### src/rtl/wb_demux_3.sv
// wb_demux_3 - registered 1-to-3 result router for the Mini_MIPS write-back path.
//
// One DW-bit result plus a 2-bit destination code arrives over a valid/ready
// handshake. The result is forwarded to one of three channels, and each channel
// has its own one-entry holding slot:
//   A = register file, B = HI/LO, C = store buffer.
// A stalled channel back-pressures only results addressed to it. Destination
// code 3 is illegal. Such a result is always consumed and then dropped, and the
// drop is flagged on err_pulse and err_sticky.
//
// Optional build macro: WB_DEMUX_STATS_EN. When defined, the router adds
// per-channel transfer counters, a drop counter and a synchronous clear input.
//
// Ports:
//   clk                      rising-edge clock
//   rst_n                    asynchronous active-low reset
//   in_valid / in_ready      upstream handshake (in_ready is combinational)
//   in_data  [DW-1:0]        result value
//   in_sel   [1:0]           destination: 0=A, 1=B, 2=C, 3=illegal
//   a/b/c_valid              the channel slot holds a result (registered)
//   a/b/c_ready              the destination consumes this cycle
//   a/b/c_data [DW-1:0]      channel payload (registered)
//   err_pulse                one-cycle pulse after an illegal-sel transfer
//   err_sticky               set by any illegal-sel transfer, cleared by reset
//   cnt_a/b/c, cnt_drop      [CW-1:0] transfer counters (WB_DEMUX_STATS_EN only)
//   stats_clr                synchronous counter clear (WB_DEMUX_STATS_EN only)
module wb_demux_3 #(
  parameter int DW = 32,
  parameter int CW = 16
) (
  input  logic          clk,
  input  logic          rst_n,
  input  logic          in_valid,
  output logic          in_ready,
  input  logic [DW-1:0] in_data,
  input  logic [1:0]    in_sel,
  output logic          a_valid,
  input  logic          a_ready,
  output logic [DW-1:0] a_data,
  output logic          b_valid,
  input  logic          b_ready,
  output logic [DW-1:0] b_data,
  output logic          c_valid,
  input  logic          c_ready,
  output logic [DW-1:0] c_data,
  output logic          err_pulse,
  output logic          err_sticky
`ifdef WB_DEMUX_STATS_EN
  ,
  output logic [CW-1:0] cnt_a,
  output logic [CW-1:0] cnt_b,
  output logic [CW-1:0] cnt_c,
  output logic [CW-1:0] cnt_drop,
  input  logic          stats_clr
`endif
);

  if (CW < 1 || DW < 1) begin : g_bad_width
    $error("wb_demux_3: DW and CW must be at least 1");
  end

  logic          r_a_vld_p0, r_b_vld_p0, r_c_vld_p0;
  logic [DW-1:0] r_a_data_p0, r_b_data_p0, r_c_data_p0;
  logic          r_err_pulse_p0, r_err_sticky_p0;

  logic w_free_a, w_free_b, w_free_c;
  logic w_in_ready;
  logic w_xfer;
  logic w_acc_a, w_acc_b, w_acc_c, w_drop;

  // Input stage: a slot is free when empty, or when its drain this cycle
  // makes room for a refill on the same edge.
  assign w_free_a = !r_a_vld_p0 || a_ready;
  assign w_free_b = !r_b_vld_p0 || b_ready;
  assign w_free_c = !r_c_vld_p0 || c_ready;

  always_comb begin
    w_in_ready = 1'b1;
    case (in_sel)
      2'd0:    w_in_ready = w_free_a;
      2'd1:    w_in_ready = w_free_b;
      2'd2:    w_in_ready = w_free_c;
      default: w_in_ready = 1'b1;
    endcase
  end

  assign in_ready = w_in_ready;
  assign w_xfer   = in_valid && w_in_ready;
  assign w_acc_a  = w_xfer && (in_sel == 2'd0);
  assign w_acc_b  = w_xfer && (in_sel == 2'd1);
  assign w_acc_c  = w_xfer && (in_sel == 2'd2);
  assign w_drop   = w_xfer && (in_sel == 2'd3);

  // Channel slot stage: a refill takes priority over a drain, so a slot that
  // drains and refills on the same edge stays valid with no bubble.
  always_ff @(posedge clk or negedge rst_n) begin
    if (!rst_n) begin
      r_a_vld_p0  <= 1'b0;
      r_a_data_p0 <= '0;
    end else if (w_acc_a) begin
      r_a_vld_p0  <= 1'b1;
      r_a_data_p0 <= in_data;
    end else if (r_a_vld_p0 && a_ready) begin
      r_a_vld_p0  <= 1'b0;
    end
  end

  always_ff @(posedge clk or negedge rst_n) begin
    if (!rst_n) begin
      r_b_vld_p0  <= 1'b0;
      r_b_data_p0 <= '0;
    end else if (w_acc_b) begin
      r_b_vld_p0  <= 1'b1;
      r_b_data_p0 <= in_data;
    end else if (r_b_vld_p0 && b_ready) begin
      r_b_vld_p0  <= 1'b0;
    end
  end

  always_ff @(posedge clk or negedge rst_n) begin
    if (!rst_n) begin
      r_c_vld_p0  <= 1'b0;
      r_c_data_p0 <= '0;
    end else if (w_acc_c) begin
      r_c_vld_p0  <= 1'b1;
      r_c_data_p0 <= in_data;
    end else if (r_c_vld_p0 && c_ready) begin
      r_c_vld_p0  <= 1'b0;
    end
  end

  always_ff @(posedge clk or negedge rst_n) begin
    if (!rst_n) begin
      r_err_pulse_p0  <= 1'b0;
      r_err_sticky_p0 <= 1'b0;
    end else begin
      r_err_pulse_p0  <= w_drop;
      r_err_sticky_p0 <= r_err_sticky_p0 || w_drop;
    end
  end

  assign a_valid    = r_a_vld_p0;
  assign a_data     = r_a_data_p0;
  assign b_valid    = r_b_vld_p0;
  assign b_data     = r_b_data_p0;
  assign c_valid    = r_c_vld_p0;
  assign c_data     = r_c_data_p0;
  assign err_pulse  = r_err_pulse_p0;
  assign err_sticky = r_err_sticky_p0;

`ifdef WB_DEMUX_STATS_EN
  localparam logic [CW-1:0] CNT_ONE = CW'(1);

  logic [CW-1:0] r_cnt_a, r_cnt_b, r_cnt_c, r_cnt_drop;

  // Statistics stage: the clear wins over a same-cycle increment, and the
  // counters wrap naturally.
  always_ff @(posedge clk or negedge rst_n) begin
    if (!rst_n) begin
      r_cnt_a    <= '0;
      r_cnt_b    <= '0;
      r_cnt_c    <= '0;
      r_cnt_drop <= '0;
    end else if (stats_clr) begin
      r_cnt_a    <= '0;
      r_cnt_b    <= '0;
      r_cnt_c    <= '0;
      r_cnt_drop <= '0;
    end else begin
      if (w_acc_a) r_cnt_a    <= r_cnt_a + CNT_ONE;
      if (w_acc_b) r_cnt_b    <= r_cnt_b + CNT_ONE;
      if (w_acc_c) r_cnt_c    <= r_cnt_c + CNT_ONE;
      if (w_drop)  r_cnt_drop <= r_cnt_drop + CNT_ONE;
    end
  end

  assign cnt_a    = r_cnt_a;
  assign cnt_b    = r_cnt_b;
  assign cnt_c    = r_cnt_c;
  assign cnt_drop = r_cnt_drop;
`endif

endmodule

### config.mk
export PLATFORM = sky130hd
export DESIGN_NAME = wb_demux_3
export DESIGN_NICKNAME = d
export VERILOG_FILES = /design/src/rtl/wb_demux_3.sv
export SDC_FILE = /design/constraint.sdc
export NUM_CORES = 1
export LEC_CHECK = 0
export CORE_UTILIZATION = 44
export CTS_CLUSTER_DIAMETER = 100
export DETAILED_ROUTE_END_ITERATION = 8
export PLACE_DENSITY = 0.78
export SETUP_SLACK_MARGIN = 0.02
export SYNTH_ARGS = -nofsm -noshare
export SYNTH_HDL_FRONTEND = slang
export SYNTH_SLANG_ARGS = --single-unit
### constraint.sdc
create_clock -name clk -period 2.2 [get_ports clk]
set_clock_uncertainty 0.15 [all_clocks]
set_input_delay 0.44 -clock clk [delete_from_list [all_inputs] [get_ports clk]]
set_output_delay 0.44 -clock clk [all_outputs]
set_load 0.02 [all_outputs]
==> impl_metrics.json, run 1 <==
{
  "grt_pass1_vias": 2516,
  "layout.cells.non_filler": 490,
  "routed_via_density": 4.97,
  "dp_slack_ps": -350,
  "drive_gt1_share_pct": 31.4,
  "ys.warnings.count": 0,
  "detail-route-antenna-nets": 0,
  "cts-root-buf": "clkbuf_8",
  "p_leak_nw": 2.37,
  "num_vias": 2437,
  "synth.area.top_cells": "dfrtp_1, mux2_2, mux2_1",
  "r2r-start": "c_valid",
  "r2r_setup_slack_ps": 460,
  "switching_share_pct": 30.9,
  "port_buffers": 141,
  "wirelength_mm": 8.30,
  "overflow": 0,
  "num_antenna_cells": 0,
  "hold_path_depth": 1,
  "clockBufferDepth": 2,
  "critical_path_peak_fanout": 3,
  "cts_made_buffers": 9,
  "max_cap_violations": 0,
  "path_clk_slew_ps": 100,
  "cts_tree": "built",
  "sequentialPowerShare_pct": 44.4,
  "grt_pass1_wl_mm": 13.0,
  "fillers": 599,
  "status": "complete, no violations",
  "p_clk_share_pct": 21.7,
  "syn_inst": 225,
  "syn-cell-area_sq_um": 3800,
  "die_height_microns": 94.9,
  "tightest_slew_ps": 548,
  "worstSetupEndpointType": "primary output",
  "crit_path_start_kind": "input pin",
  "syn_nets": 265,
  "grtUsageMet1_pct": 23.2,
  "antenna_found_initial": 0,
  "syn_to_final_growth_pct": 49.0,
  "die-area_sq_um": 9010,
  "synth_area_per_cell_sq_um": 16.9,
  "place_congestion": 0.768,
  "dp_cells": 473,
  "finalHoldViolCount": 0,
  "grt.busiest_layer": "met2",
  "worstPathRequired_ps": 1610,
  "rows": 33,
  "power_switching_w": 0.00169,
  "fin_crit_ps": 2070,
  "yosysTopAreaCellShare_pct": 66.5,
  "first_iter_violations": 45,
  "yosys.area.top_type": "dfrtp_1",
  "nNetsFinal": 420,
  "setup_slack_ps": 131,
  "place_area_sq_um": 5460,
  "min_from": "err_sticky",
  "ios": 142,
  "rsz0062_at_grt": "no",
  "hpwl_mm": 6.02,
  "ys_types": 15,
  "insertion_delay_ps": 350,
  "whs_endpoint": "err_sticky",
  "cts_sinks": 101,
  "synth-seq-cells": 101,
  "power_frac_comb_pct": 34.0,
  "grtUsageTotal_pct": 19.5,
  "r2r_cells": 5,
  "whs_ps": 327,
  "start_util_pct": 45.8,
  "arrival_ps": 1480,
  "ys_seq_area_share_pct": 66.5,
  "wl_per_cell_microns": 16.9,
  "fin_crit_sh_pct": 94.0,
  "grtUsageMet2_pct": 32.9,
  "fp.dieW_microns": 94.9,
  "ir_worst_vdd_mv": 0.549,
  "p_per_area_nw_per_um2": 964,
  "final_cell_area_sq_um": 5660,
  "p_int_w": 0.00377,
  "drv_slew": 0,
  "setup_viol": 0,
  "crit_type": "in -> out",
  "grt_max_degree": 41,
  "drc": 0,
  "relSlewSlack_pct": 63.4,
  "core_area_sq_um": 8300,
  "hold_path.class": "reg -> reg",
  "max_freq_mhz": 483,
  "reg2reg_to": "c_data[21]",
  "use_met3_pct": 6.04,
  "power_w": 0.00546,
  "drt-pass1-iter-count": 4,
  "h-tree-depth": 3
}
==> state kept, by name, indices dropped and copies added, names as in the netlist <==
| register | flops |
|---|---|
| a_data | 32 |
| a_valid | 1 |
| b_data | 32 |
| b_valid | 1 |
| c_data | 32 |
| c_valid | 1 |
| err_pulse | 1 |
| err_sticky | 1 |
==> cells in the mapped netlist <==
cell type	number
or2_2	1
and3_1	2
mux2_1	9
buf_2	4
o21ai_0	3
buf_6	3
nor2b_1	1
mux2_2	87
dfrtp_1	101
nand3b_2	1
nand2b_1	3
mux2i_1	1
nand2_1	4
nor3b_2	1
buf_4	4
==> power groups by stage <==
| stage | clock, W | sequential (W) | combinational (W) |
|---|---|---|---|
| finish | 0.00118 | 0.00242 | 0.00185 |
| global route | 0.00128 | 0.00247 | 0.00196 |
| CTS | 0.00121 | 0.00243 | 0.00188 |
| detailed placement | 0 | 0.00246 | 0.00187 |
| global placement | 0 | 0.00244 | 0.00184 |
| floorplan | 0 | 0.00292 | 0.000376 |
==> per-layer routing <==
layer	vias up	part of all wire [%]	routed length, microns
met5	-	0	0
met4	0	1.6	137
met3	13	7.0	580
met2	93	49	4110
met1	1233	42	3480
li1	1098	-	-
==> critical path, stage by stage <==
cell and delay (ps):
clkdlybuf4s50_1 450, nand2b_1 120, mux2i_1 90, o21ai_0 180, buf_2 200
==> cell usage in the layout (no fill, tap or decap), types with 2 or more instances in the layout <==
| cell | synthesis | final |
|---|---|---|
| dfrtp_1 | 101 | 101 |
| clkbuf_8 | 0 | 9 |
| nand2b_1 | 3 | 3 |
| o21ai_0 | 3 | 3 |
| mux2_2 | 87 | 87 |
| inv_6 | 0 | 2 |
| clkinvlp_4 | 0 | 3 |
| nand2_1 | 4 | 4 |
| mux2_1 | 9 | 9 |
| buf_4 | 4 | 6 |
| buf_12 | 0 | 8 |
| clkdlybuf4s50_1 | 0 | 138 |
==> layout make-up <==
class	instances	area (sq um)	share of cell area, %
Tap cell	105	131	2.32
Sequential cell	101	2530	44.6
Clock buffer	10	128	2.25
Timing Repair Buffer	155	1610	28.4
Clock inverter	6	70.1	1.24
Multi-Input combinational cell	113	1200	21.1
==> how the worst max path moves through the flow <==
stage | from | end | depth (start not counted)
after floorplan | in_sel[0] | in_ready | 3
after global placement | in_sel[0] | in_ready | 4
after detailed placement | in_sel[0] | in_ready | 4
after CTS | b_ready | in_ready | 5
after global routing | b_ready | in_ready | 5
final | b_ready | in_ready | 5
==> cells by family (layout without fill, tap and decap cells) <==
kind of cell,after synthesis,after routing,share of synthesized area (%)
buf+inv,11,171,2.21
flops,101,101,66.5
simple gates,13,13,2.17
compound gates,3,3,0.395
mux,97,97,28.7
==> repair_timing <==
item | in CTS | in global routing
hold buffers | 1 | 0
buffers inserted | 0 | 0
resized for setup | 5 | 1
hold endpoints to repair | 37 | 0
setup endpoints to repair | 1 | 1
==> stage by stage <==
step	utilization [%]	TNS [ps]
finish	68.2	0
floorplan	-	0
global placement	65.8	-4700
global route	68.2	0
CTS	68.3	0
detailed placement	65.8	-4540
Power figures use the tool's default switching activity.
==> inputs of run 2 (changes only) <==
==> constraint.sdc (replaced) <==
create_clock -name clk -period 2.2 [get_ports clk]
set_clock_uncertainty 0.15 [all_clocks]
set_input_delay 0.66 -clock clk [delete_from_list [all_inputs] [get_ports clk]]
set_output_delay 0.66 -clock clk [all_outputs]
set_load 0.02 [all_outputs]
==> run 2 against run 1 <==
  * Final cell count increased by 0.20%
  * Flip-flop and latch count unchanged
  * First-iteration DRC count increased by 13%
  * Non-clock buffer count increased by 1
  * Clock-buffer cell count unchanged
  * Combinational power decreased by 3%
  * Utilization increased by 2.2 points
  * Sequential power about the same
  * Largest cell class unchanged
  * Via count decreased by 0.49%
  * Highest routed layer unchanged
  * Maximum frequency decreased by 3.2%
  * Largest power group unchanged
  * Critical endpoint unchanged
  * Sequential share of layout area decreased by 1.4 points
==> impl_metrics.json, run 2 (synthesized netlist as in run 1, its figures left out) <==
{
  "grtUsageTotal_pct": 19.3,
  "max_freq_mhz": 468,
  "dp_slack_ps": -804,
  "rsz0062_at_grt": "no",
  "r2r_setup_slack_ps": 260,
  "num_vias": 2425,
  "finalHoldViolCount": 0,
  "r2r_cells": 7,
  "die_height_microns": 94.9,
  "path_clk_slew_ps": 100,
  "h-tree-depth": 3,
  "relSlewSlack_pct": 71.0,
  "ir_worst_vdd_mv": 0.468,
  "status": "complete, no violations",
  "num_antenna_cells": 0,
  "rows": 33,
  "cts_tree": "built",
  "whs_ps": 73.9,
  "drt-pass1-iter-count": 2,
  "fin_crit_ps": 2140,
  "cts-hold-fix-buffers": 0,
  "syn_to_final_growth_pct": 53.9,
  "setup_slack_ps": 62.1,
  "core_area_sq_um": 8300,
  "final_common_cell": "dfrtp_1",
  "use_met3_pct": 5.80,
  "detail-route-antenna-nets": 0,
  "p_leak_nw": 3.14,
  "fillers": 572,
  "die-area_sq_um": 9010,
  "start_util_pct": 45.8,
  "switching_share_pct": 31.9,
  "crit_path_start_kind": "input pin",
  "fin_crit_sh_pct": 97.2,
  "drv_slew": 0,
  "grt_pass1_vias": 2502,
  "layout_common_cells": "dfrtp_1, mux2_2, dlymetal6s2s_1, clkdlybuf4s50_1",
  "wl_per_cell_microns": 17.0,
  "setup_viol": 0,
  "place_congestion": 0.728,
  "crit_type": "in -> out",
  "nNetsFinal": 421,
  "p_per_area_nw_per_um2": 901,
  "cts-root-buf": "clkbuf_8",
  "power_switching_w": 0.00168,
  "grtUsageMet1_pct": 24.5,
  "first_iter_violations": 51,
  "routed_via_density": 4.94,
  "hold_path.class": "in -> async",
  "overflow": 0,
  "drc": 0,
  "drive_gt1_share_pct": 33.4,
  "fp.dieW_microns": 94.9,
  "power_frac_comb_pct": 34.1,
  "p_clk_share_pct": 20.2,
  "cts_made_buffers": 9,
  "cts_sinks": 101,
  "ios": 142,
  "hpwl_mm": 5.86,
  "arrival_ps": 1330,
  "grt_max_degree": 38,
  "insertion_delay_ps": 360,
  "grt_pass1_wl_mm": 12.9,
  "r2r-start": "c_valid",
  "p_int_w": 0.00359,
  "critical_path_peak_fanout": 2,
  "clockBufferDepth": 2,
  "max_cap_violations": 0,
  "grt.busiest_layer": "met2",
  "port_buffers": 141,
  "reg2reg_to": "c_data[30]",
  "worstPathRequired_ps": 1390,
  "antenna_found_initial": 0,
  "tightest_slew_ps": 435,
  "worstSetupEndpointType": "primary output",
  "grtUsageMet2_pct": 31.4,
  "wirelength_mm": 8.35,
  "sequentialPowerShare_pct": 45.7
}
==> run 2: changes by cell type in the layout (fill, tap and decap cells not counted), sizes merged, moves of 2 or more <==
cell / delta
dlymetal6s2s: +76
clkdlybuf4s15: +2
clkdlybuf4s50: -84
clkinv: +2
dlygate4sd2: +4
buf: +3
==> run 2: power groups by stage <==
| stage | registers, W | clock network (W) | logic [W] |
|---|---|---|---|
| floorplan | 0.00292 | 0 | 0.000377 |
| global placement | 0.00244 | 0 | 0.00185 |
| detailed placement | 0.00246 | 0 | 0.00187 |
| CTS | 0.00243 | 0.00109 | 0.00187 |
| global route | 0.00246 | 0.00117 | 0.00190 |
| finish | 0.00241 | 0.00106 | 0.00180 |
==> run 2: what timing repair did <==
action | CTS | global route
endpoints found under the setup margin | 2 | 77
gates resized for setup | 24 | 79
pin swaps | 1 | 2
setup buffers | 2 | 1
==> run 2: worst max-delay path: stages <==
cell and delay [ps]:
clkdlybuf4s15_1 170, nand2b_4 140, o21ai_2 130, o21ai_1 80, buf_4 160
==> run 2: area by class of cell <==
type | instances | area (sq um) | area share, %
Sequential cell | 101 | 2530 | 43.2
Timing Repair Buffer | 156 | 1790 | 30.7
Multi-Input combinational cell | 113 | 1220 | 20.9
Clock buffer | 10 | 128 | 2.18
Clock inverter | 6 | 46.3 | 0.792
Tap cell | 105 | 131 | 2.25
==> run 2: how the worst max path moves through the flow <==
stage                  to        from  slack, ps  depth (start not counted)
6_report         in_ready     c_ready         60                          5
4_1_cts        c_data[30]  c_data[30]         20                          1
5_1_grt        a_data[24]  a_data[24]         20                          1
3_5_place_dp     in_ready   in_sel[0]       -800                          4
3_3_place_gp     in_ready   in_sel[0]       -760                          4
2_1_floorplan    in_ready   in_sel[0]        150                          3
==> run 2: per-layer routing <==
layer  part of all wire (%)  wire length (microns)  vias up
met5                      0                      0        -
met4                    1.6                    134        0
met3                    6.4                    537       10
met2                     48                   4050       87
met1                     43                   3630     1217
li1                       -                      -     1111
==> run 2: stage by stage <==
step	area (sq um)	setup TNS [ps]	total power, W	util, %	instances
6_report	5850	0	0.00527	70.5	491
5_1_grt	5850	0	0.00553	70.5	491
2_1_floorplan	3800	0	0.00330	-	225
3_5_place_dp	5450	-26720	0.00433	65.7	472
3_3_place_gp	5450	-24830	0.00429	65.7	472
4_1_cts	5650	0	0.00539	68.1	490
==> inputs of run 3 (changes only) <==
--- a/config.mk
+++ b/config.mk
@@ -10,6 +10,7 @@
 export DETAILED_ROUTE_END_ITERATION = 8
 export PLACE_DENSITY = 0.78
 export SETUP_SLACK_MARGIN = 0.02
+export SLEW_MARGIN = 10
 export SYNTH_ARGS = -nofsm -noshare
 export SYNTH_HDL_FRONTEND = slang
 export SYNTH_SLANG_ARGS = --single-unit
==> results of run 3 <==
Same layout as run 2: the final DEF is identical, and so are final timing and power.
